$ cat src/rtl/riscv_lsu_ctrl.sv
// Load/store sequencer between execute and the single-port data RAM.
// Optional ack watchdog: define LSU_TIMEOUT_EN. Mask sel: X=0 B=1 H=2 BS=3 HS=4.
module riscv_lsu_ctrl #(
  parameter int WORD_LENGTH    = 32,
  parameter int ADDR_WIDTH     = 32,
  parameter int TIMEOUT_CYCLES = 255
) (
  input  logic                   clk,
  input  logic                   rst_n,
  input  logic                   req_valid_i,
  output logic                   req_ready_o,
  input  logic                   req_we_i,
  input  logic [ADDR_WIDTH-1:0]  req_addr_i,
  input  logic [WORD_LENGTH-1:0] req_wdata_i,
  input  logic [2:0]             req_mask_sel_i,
  output logic                   resp_valid_o,
  output logic [WORD_LENGTH-1:0] resp_rdata_o,
  output logic                   resp_err_o,
  output logic                   mem_req_o,
  output logic                   mem_we_o,
  output logic [ADDR_WIDTH-1:0]  mem_addr_o,
  output logic [3:0]             mem_be_o,
  output logic [WORD_LENGTH-1:0] mem_wdata_o,
  input  logic                   mem_ack_i,
  input  logic [WORD_LENGTH-1:0] mem_rdata_i
);

  localparam logic [2:0] MASK_X      = 3'd0;
  localparam logic [2:0] MASK_B      = 3'd1;
  localparam logic [2:0] MASK_H      = 3'd2;
  localparam logic [2:0] MASK_B_SEXT = 3'd3;
  localparam logic [2:0] MASK_H_SEXT = 3'd4;

  typedef enum logic [1:0] {
    S_IDLE,
    S_ACCESS,
    S_RESP
  } state_e;

  state_e                 state_q, state_d;
  logic                   we_q, we_d;
  logic [ADDR_WIDTH-1:0]  addr_q, addr_d;
  logic [WORD_LENGTH-1:0] wdata_q, wdata_d;
  logic [2:0]             sel_q, sel_d;
  logic [WORD_LENGTH-1:0] rdata_q, rdata_d;
  logic                   err_q, err_d;

  logic                   req_illegal;
  logic                   is_byte, is_half;
  logic [3:0]             be;
  logic [WORD_LENGTH-1:0] wrep;
  logic [WORD_LENGTH-1:0] shifted;
  logic [WORD_LENGTH-1:0] fmt;
  logic                   in_access;
  logic                   in_resp;
  logic                   timeout_hit;

`ifdef LSU_TIMEOUT_EN
  localparam int CW = (TIMEOUT_CYCLES > 255) ? 16 : 8;
  logic [CW-1:0] cnt_q, cnt_d;

  assign timeout_hit = (cnt_q == CW'(TIMEOUT_CYCLES - 1));
`else
  logic unused_timeout;

  assign unused_timeout = |TIMEOUT_CYCLES;
  assign timeout_hit    = 1'b0;
`endif

  always_comb begin
    req_illegal = 1'b1;
    unique case (req_mask_sel_i)
      MASK_X:              req_illegal = |req_addr_i[1:0];
      MASK_B, MASK_B_SEXT: req_illegal = 1'b0;
      MASK_H, MASK_H_SEXT: req_illegal = req_addr_i[0];
      default:             req_illegal = 1'b1;
    endcase
  end

  assign is_byte = (sel_q == MASK_B) || (sel_q == MASK_B_SEXT);
  assign is_half = (sel_q == MASK_H) || (sel_q == MASK_H_SEXT);

  always_comb begin
    be   = 4'b1111;
    wrep = wdata_q;
    unique case (1'b1)
      is_byte: begin
        be   = 4'b0001 << addr_q[1:0];
        wrep = {4{wdata_q[7:0]}};
      end
      is_half: begin
        be   = 4'b0011 << addr_q[1:0];
        wrep = {2{wdata_q[15:0]}};
      end
      default: ;
    endcase
  end

  assign shifted = mem_rdata_i >> {addr_q[1:0], 3'b000};

  always_comb begin
    fmt = shifted;
    unique case (sel_q)
      MASK_B:      fmt = {{(WORD_LENGTH-8){1'b0}}, shifted[7:0]};
      MASK_H:      fmt = {{(WORD_LENGTH-16){1'b0}}, shifted[15:0]};
      MASK_B_SEXT: fmt = {{(WORD_LENGTH-8){shifted[7]}}, shifted[7:0]};
      MASK_H_SEXT: fmt = {{(WORD_LENGTH-16){shifted[15]}}, shifted[15:0]};
      default:     fmt = shifted;
    endcase
  end

  always_comb begin
    state_d = state_q;
    we_d    = we_q;
    addr_d  = addr_q;
    wdata_d = wdata_q;
    sel_d   = sel_q;
    rdata_d = rdata_q;
    err_d   = err_q;
`ifdef LSU_TIMEOUT_EN
    cnt_d   = cnt_q;
`endif
    unique case (state_q)
      S_IDLE: begin
        if (req_valid_i) begin
          we_d    = req_we_i;
          addr_d  = req_addr_i;
          wdata_d = req_wdata_i;
          sel_d   = req_mask_sel_i;
          rdata_d = '0;
          err_d   = req_illegal;
          state_d = req_illegal ? S_RESP : S_ACCESS;
`ifdef LSU_TIMEOUT_EN
          cnt_d   = '0;
`endif
        end
      end
      S_ACCESS: begin
        if (mem_ack_i) begin
          rdata_d = we_q ? '0 : fmt;
          err_d   = 1'b0;
          state_d = S_RESP;
        end else if (timeout_hit) begin
          rdata_d = '0;
          err_d   = 1'b1;
          state_d = S_RESP;
        end
`ifdef LSU_TIMEOUT_EN
        if (!mem_ack_i) cnt_d = cnt_q + 1'b1;
`endif
      end
      S_RESP:  state_d = S_IDLE;
      default: state_d = S_IDLE;
    endcase
  end

  always_ff @(posedge clk or negedge rst_n) begin
    if (!rst_n) begin
      state_q <= S_IDLE;
      we_q    <= 1'b0;
      addr_q  <= '0;
      wdata_q <= '0;
      sel_q   <= MASK_X;
      rdata_q <= '0;
      err_q   <= 1'b0;
    end else begin
      state_q <= state_d;
      we_q    <= we_d;
      addr_q  <= addr_d;
      wdata_q <= wdata_d;
      sel_q   <= sel_d;
      rdata_q <= rdata_d;
      err_q   <= err_d;
    end
  end

`ifdef LSU_TIMEOUT_EN
  always_ff @(posedge clk or negedge rst_n) begin
    if (!rst_n) cnt_q <= '0;
    else        cnt_q <= cnt_d;
  end
`endif

  assign in_access = (state_q == S_ACCESS);
  assign in_resp   = (state_q == S_RESP);

  // Loads read the full word, so lane enables only qualify stores.
  assign req_ready_o  = (state_q == S_IDLE);
  assign mem_req_o    = in_access;
  assign mem_we_o     = in_access & we_q;
  assign mem_addr_o   = in_access ? {addr_q[ADDR_WIDTH-1:2], 2'b00} : '0;
  assign mem_be_o     = (in_access & we_q) ? be : 4'b0000;
  assign mem_wdata_o  = (in_access & we_q) ? wrep : '0;
  assign resp_valid_o = in_resp;
  assign resp_rdata_o = in_resp ? rdata_q : '0;
  assign resp_err_o   = in_resp & err_q;

endmodule

$ cat config.mk
export PLATFORM = sky130hd
export DESIGN_NAME = riscv_lsu_ctrl
export DESIGN_NICKNAME = d
export VERILOG_FILES = /design/src/rtl/riscv_lsu_ctrl.sv
export SDC_FILE = /design/constraint.sdc
export NUM_CORES = 1
export LEC_CHECK = 0
export BUFFER_PORTS_ARGS = -buffer_cell sky130_fd_sc_hd__buf_2
export CORE_MARGIN = 2
export CORE_UTILIZATION = 50
export DETAILED_ROUTE_END_ITERATION = 10
export PLACE_DENSITY = 0.81
export RECOVER_POWER = 50
export SLEW_MARGIN = 10
export SYNTH_ARGS = -nofsm -noshare
export SYNTH_HDL_FRONTEND = slang
export SYNTH_SLANG_ARGS = --single-unit
$ cat constraint.sdc
create_clock -name clk -period 1.8 [get_ports clk]
set_input_delay 0.27 -clock clk [delete_from_list [all_inputs] [get_ports clk]]
set_output_delay 0.27 -clock clk [all_outputs]
set_load 0.03 [all_outputs]
-- Word-level counts from Yosys, hierarchy flattened
Index checks and enable logic that the tools add are counted.
- bits in registers: 103
- input port bits: 104
- output and inout port bits: 105
- logic and storage cells: 54
- bitwise gates (word level): 2
- multiplexer cells: 19
- shifts and indexed selects: 3
- reductions and logical operators: 11
- eq/ne operators: 12
- operators by type and width (cell ; number):
    $mux W32 ; 6
    $pmux W32 S2 ; 2
    $pmux W32 S4 ; 1
    $shr A32 B5 Y32 ; 1
    $eq A3 B2 Y1 const B ; 4
    $pmux W4 S2 ; 1
    $eq A3 B1 Y1 const B ; 2
    $eq A3 B3 Y1 const B ; 2
    $mux W2 ; 3
    $reduce_or A2 Y1 ; 3
    $mux W4 ; 1
    $ne A2 B2 Y1 const B ; 2
    $pmux W2 S2 ; 1
    $reduce_and A2 Y1 ; 2
    $shl A1 B2 Y4 const A ; 1
    $shl A2 B2 Y4 const A ; 1
    $logic_not A3 Y1 ; 1
    $pmux W1 S3 ; 1
    $reduce_and A3 Y1 ; 1
    $and A1 B1 Y1 ; 2
    $eq A2 B1 Y1 const B ; 1
    $eq A2 B2 Y1 const B ; 1
    $logic_not A2 Y1 ; 1
    $logic_or A1 B1 Y1 ; 2
    3 further kinds ; 4

-- Depth between registers and ports, before layout
- depth in word-level cells: 6
- gate-level depth with buffers: 7
- depth with buffers taken out: 4

-- Least setup slack after synthesis
No wires, ideal clock.
- path kind: reg2out
- from: reg sel_q[1]
- to: out mem_wdata_o[31]
- setup slack: -0.186 ns
- stages on the path, launching flop included: 7
- data arrival time: 1.716 ns
- path buffers: 2
- data required time: 1.530 ns
- path through: dfrtp_1 -> clkbuf_4 -> xnor2_1 -> o21a_4 -> buf_6 -> nand2_1 -> a31oi_1
- cells in the longest elaborated chain, start to end: 4
- elaborated cells between the ends (all ways): 8
- classes of those cells: 4 x eq/ne; 2 x mux; 2 x reduce/logical
- ends and longest elaborated chain (what ; line ; text):
    from (decl) ; 44 ; logic [2:0] sel_q, sel_d;
    from (signal assigned) ; 171 ; sel_q <= sel_d;
    $eq A3 B2 Y1, or another cell as far along ; 81 ; assign is_half = (sel_q == MASK_H) || (sel_q == MASK_H_SEXT);
    $logic_or A1 B1 Y1, on equally long branches ; 81, 80 ;
    $pmux W32 S2 (*) ; 86 ; unique case (1'b1)
    $mux W32 (*) ; 193 ; assign mem_wdata_o = (in_access & we_q) ? wrep : '0;
    to (decl) ; 23 ; output logic [WORD_LENGTH-1:0] mem_wdata_o,
Mark *: on every way between the ends. The rest lies on a longest branch, timed or not.

-- Final worst setup path
- from: reg sel_q[1]
- to: out mem_wdata_o[27]
Same word-level chain as after synthesis.

==> flow_metrics.env <==
export IMPL_setup_viol=125
export IMPL_path_class="flop to primary output"
export IMPL_synth_seq_cells=103
export IMPL_syn_avg_cell_area_um2=8.27
export IMPL_placementRows=38
export IMPL_switching_share_pct=43.8
export IMPL_critPathCaptureType="primary output"
export IMPL_final_nets=999
export IMPL_clkTransAtPathRegs_ns=0.11
export IMPL_yosysWarnings=0
export IMPL_p_comb_share_pct=50.4
export IMPL_start_util_pct=51.2
export IMPL_vias=5933
export IMPL_grt_pass1_vias=5364
export IMPL_worst_pin_slew_ns=1.12
export IMPL_utilization_pct=75.4
export IMPL_synth_edff_count=0
export IMPL_violations="setup timing"
export IMPL_worstPathMaxFanout=5
export IMPL_netlist_area_um2=5530
export IMPL_async_reset_ff_share_pct=100
export IMPL_muxShareOfSynthArea_pct=3.49
export IMPL_synth_top_family_by_area="simple AND/OR/NAND/NOR gates"
export IMPL_die_x_um=109
export IMPL_drcViolationCount=0
export IMPL_rsz0062_at_grt="true"
export IMPL_relSlewSlack_pct=25.6
export IMPL_wl_per_cell_um=19.2
export IMPL_place_inst=992
export IMPL_final_cells=1040
export IMPL_cp_slowest_cell="dfrtp_2"
export IMPL_synth_area_top_cells="dfrtp_1, nand2_1, and2_1, a21oi_1, mux2i_1"
export IMPL_grt_util_all_layers_pct=28.2
export IMPL_synth_seq_area_share_pct=46.6
export IMPL_timing_rr_start="state_q[0]"
export IMPL_viasPerCell=5.70
export IMPL_postSynthCellCount=668
export IMPL_status="finished with violations"
export IMPL_clkPwrFrac_pct=14.1
export IMPL_clk_latency_ns=0.37
export IMPL_worstPathCellList="xnor2_4 -> o21a_4 -> nand2_1 -> a31oi_4 -> buf_6"
export IMPL_gp_congestion=0.921
export IMPL_required_ns=1.53
export IMPL_grt_pass1_wl_um=26200
export IMPL_io_buffers=206
export IMPL_slowest_delay_ns=0.47
export IMPL_critPathTopFamily="flip-flops"
export IMPL_yosysTopAreaCell="dfrtp_1"
export IMPL_period_needed_ns=2.14
export IMPL_fmax_mhz=466
export IMPL_coreArea_um2=10800
export IMPL_grt_start_max_net_pins=66
export IMPL_power_density_nw_per_um2=1230
export IMPL_drtIter0Drc=572
export IMPL_cp_arrival_ns=1.87
export IMPL_dp_slack_ns=-0.0132
export IMPL_die_y_um=109
export IMPL_dpl_cell_area_um2=6830
export IMPL_vdd_drop_max_uv=824
export IMPL_clock_skew_ns=0.00927
export IMPL_dpl_hpwl_um=11200
export IMPL_start_kind="flop"
export IMPL_pwr_share_seq_pct=35.5
export IMPL_p_int_mw=5.64
export IMPL_critical_path_buf_inv_count=1
export IMPL_synthSimpleGateAreaFrac_pct=30.4
export IMPL_hold_path_class="input pin to flop"
export IMPL_ctsHtreeMaxLevel=3
export IMPL_antenna_cells=0
export IMPL_startpoint="sel_q[1]"
export IMPL_clockBufferDepth=2
export IMPL_synth_xor_area_share_pct=0.159
export IMPL_drive_gt1_share_pct=40.7
export IMPL_cts_root_buf="clkbuf_8"
export IMPL_drv_slew=0
export IMPL_drv_cap=0
export IMPL_cts_sinks=103
export IMPL_fin_area_um2=8140
export IMPL_yosys_area_top_type_share_pct=46.6
export IMPL_hold_path_startpoint="req_wdata_i[6]"
export IMPL_drt_total_wl_um=19900
export IMPL_area_growth_syn_to_layout_pct=47.3
export IMPL_ant_nets=0
export IMPL_ys_flop_type="dfrtp_1"
export IMPL_timing_final_ws_setup_ns=-0.345
export IMPL_fin_crit_sh_pct=119
export IMPL_cts_buffers=9
export IMPL_die_area_um2=11900
export IMPL_switchingPower_mw=4.39
export IMPL_overflow=0
export IMPL_ys_types=48
export IMPL_synth_compound_area_share_pct=13.6
export IMPL_drtPass1Iterations=6
export IMPL_antenna_found_initial=0
export IMPL_leakagePower_nw=4.21
export IMPL_hold_viol=0
export IMPL_cts_tree="yes"
export IMPL_synth_fa_ha_area_share_pct=0
export IMPL_io_pins=209
cells in the final DEF (no fill, tap or decap), drive strengths merged, types with 2 or more instances in the layout:
cell and count:
a211o 7, a21oi 36, a22o 12, a31oi 8
a32o 7, and2 63, and2b 3, and3 9
buf 247, clkbuf 26, clkinv 3, conb 2
dfrtp 103, inv 3, mux2i 17, nand2 281
nand3b 2, nor2 8, nor2b 10, o21a 3
o21ai 27, o22ai 3, o2bb2ai 6
power by group through the flow:
| stage | Sequential (mW) | Combinational [mW] | Clock [mW] |
|---|---|---|---|
| 2_1_floorplan | 3.29 | 2.78 | 0 |
| 3_3_place_gp | 3.46 | 3.62 | 0 |
| 3_5_place_dp | 3.47 | 3.71 | 0 |
| 4_1_cts | 3.48 | 4.14 | 1.40 |
| 5_1_grt | 3.62 | 5.38 | 1.51 |
| 6_report | 3.56 | 5.05 | 1.41 |
layout make-up:
cell class / instances / area (um^2)
well taps: 140 / 175
repair buffers: 263 / 2150
fillers: 689 / 2660
clock inverters: 5 / 42.5
flip-flops and latches: 103 / 2580
inverters: 2 / 7.51
clock buffers: 11 / 141
multi-input cells: 516 / 3040
logic make-up (layout without fill, tap and decap cells):
group                  Yosys count  after routing
XOR/XNOR                         1              1
AND/OR/NAND/NOR                380            381
other                            1              2
buffers and inverters           53            281
flip-flops                     103            103
AO/OA/AOI/OAI                  112            114
multiplexers                    18             18
through the flow:
step                setup TNS (ns)  hold WS (ns)  power [mW]
floorplan                    -1.13       -0.0256        6.08
global route                -22.71        0.0845        10.5
detailed placement         -0.0146         0.284        7.18
global placement                 0         0.284        7.08
CTS                          -5.48        0.0781        9.02
finish                      -16.88        0.0790        10.0
cells in the mapped netlist, types with 6 or more instances:
cell       count
o2bb2ai_1      6
nor2_1         6
and3_1         8
a21oi_1       35
buf_6          7
clkbuf_1      25
buf_2          9
a211o_1        7
and2_1        63
a22o_1         9
a32o_1         7
o21ai_1        8
a31oi_1        8
nor2b_1        9
nand2_1      281
o21ai_0       18
dfrtp_1      103
mux2i_1       17
what timing repair did:
| item | 4_1_cts | 5_1_grt |
|---|---|---|
| cloned | 4 | 14 |
| hold endpoints to repair | 103 | 0 |
| endpoints found under the setup margin | 100 | 117 |
| buffers inserted | 5 | 10 |
| resized for setup | 115 | 116 |
| hold buffers | 1 | 0 |
| pin swaps | 8 | 22 |
state kept, by name (all words and copies together) (netlist names):
name	flops
addr_q	32
rdata_q	32
wdata_q	32
sel_q	3
state_q	2
err_q	1
we_q	1
final timing paths:
| path | to | slack (ns) | cells past startpoint |
|---|---|---|---|
| hold reg to reg | addr_q[3] | 0.48 | 2 |
| min in group asynchronous | wdata_q[23] | 0.67 | 3 |
| hold / removal | wdata_q[6] | 0.08 | 3 |
| max in group asynchronous | addr_q[6] | 0.35 | 3 |
| setup / recovery | mem_wdata_o[27] | -0.34 | 5 |
| setup reg to reg | rdata_q[12] | -0.04 | 8 |
metal layers:
| metal | global-route usage, % | up-vias | routed length (um) |
|---|---|---|---|
| li1 | - | 2638 | - |
| met1 | 36.2 | 2787 | 7700 |
| met2 | 46.0 | 419 | 9450 |
| met3 | 6.58 | 89 | 1970 |
| met4 | 11.7 | 0 | 808 |
| met5 | 0 | - | 0 |
tightest hold or removal path: stages:
cell	delay, ns
buf_2	0.07
nand2_1	0.04
nand2_1	0.04
Note: power is estimated with default switching activity, not from simulation.
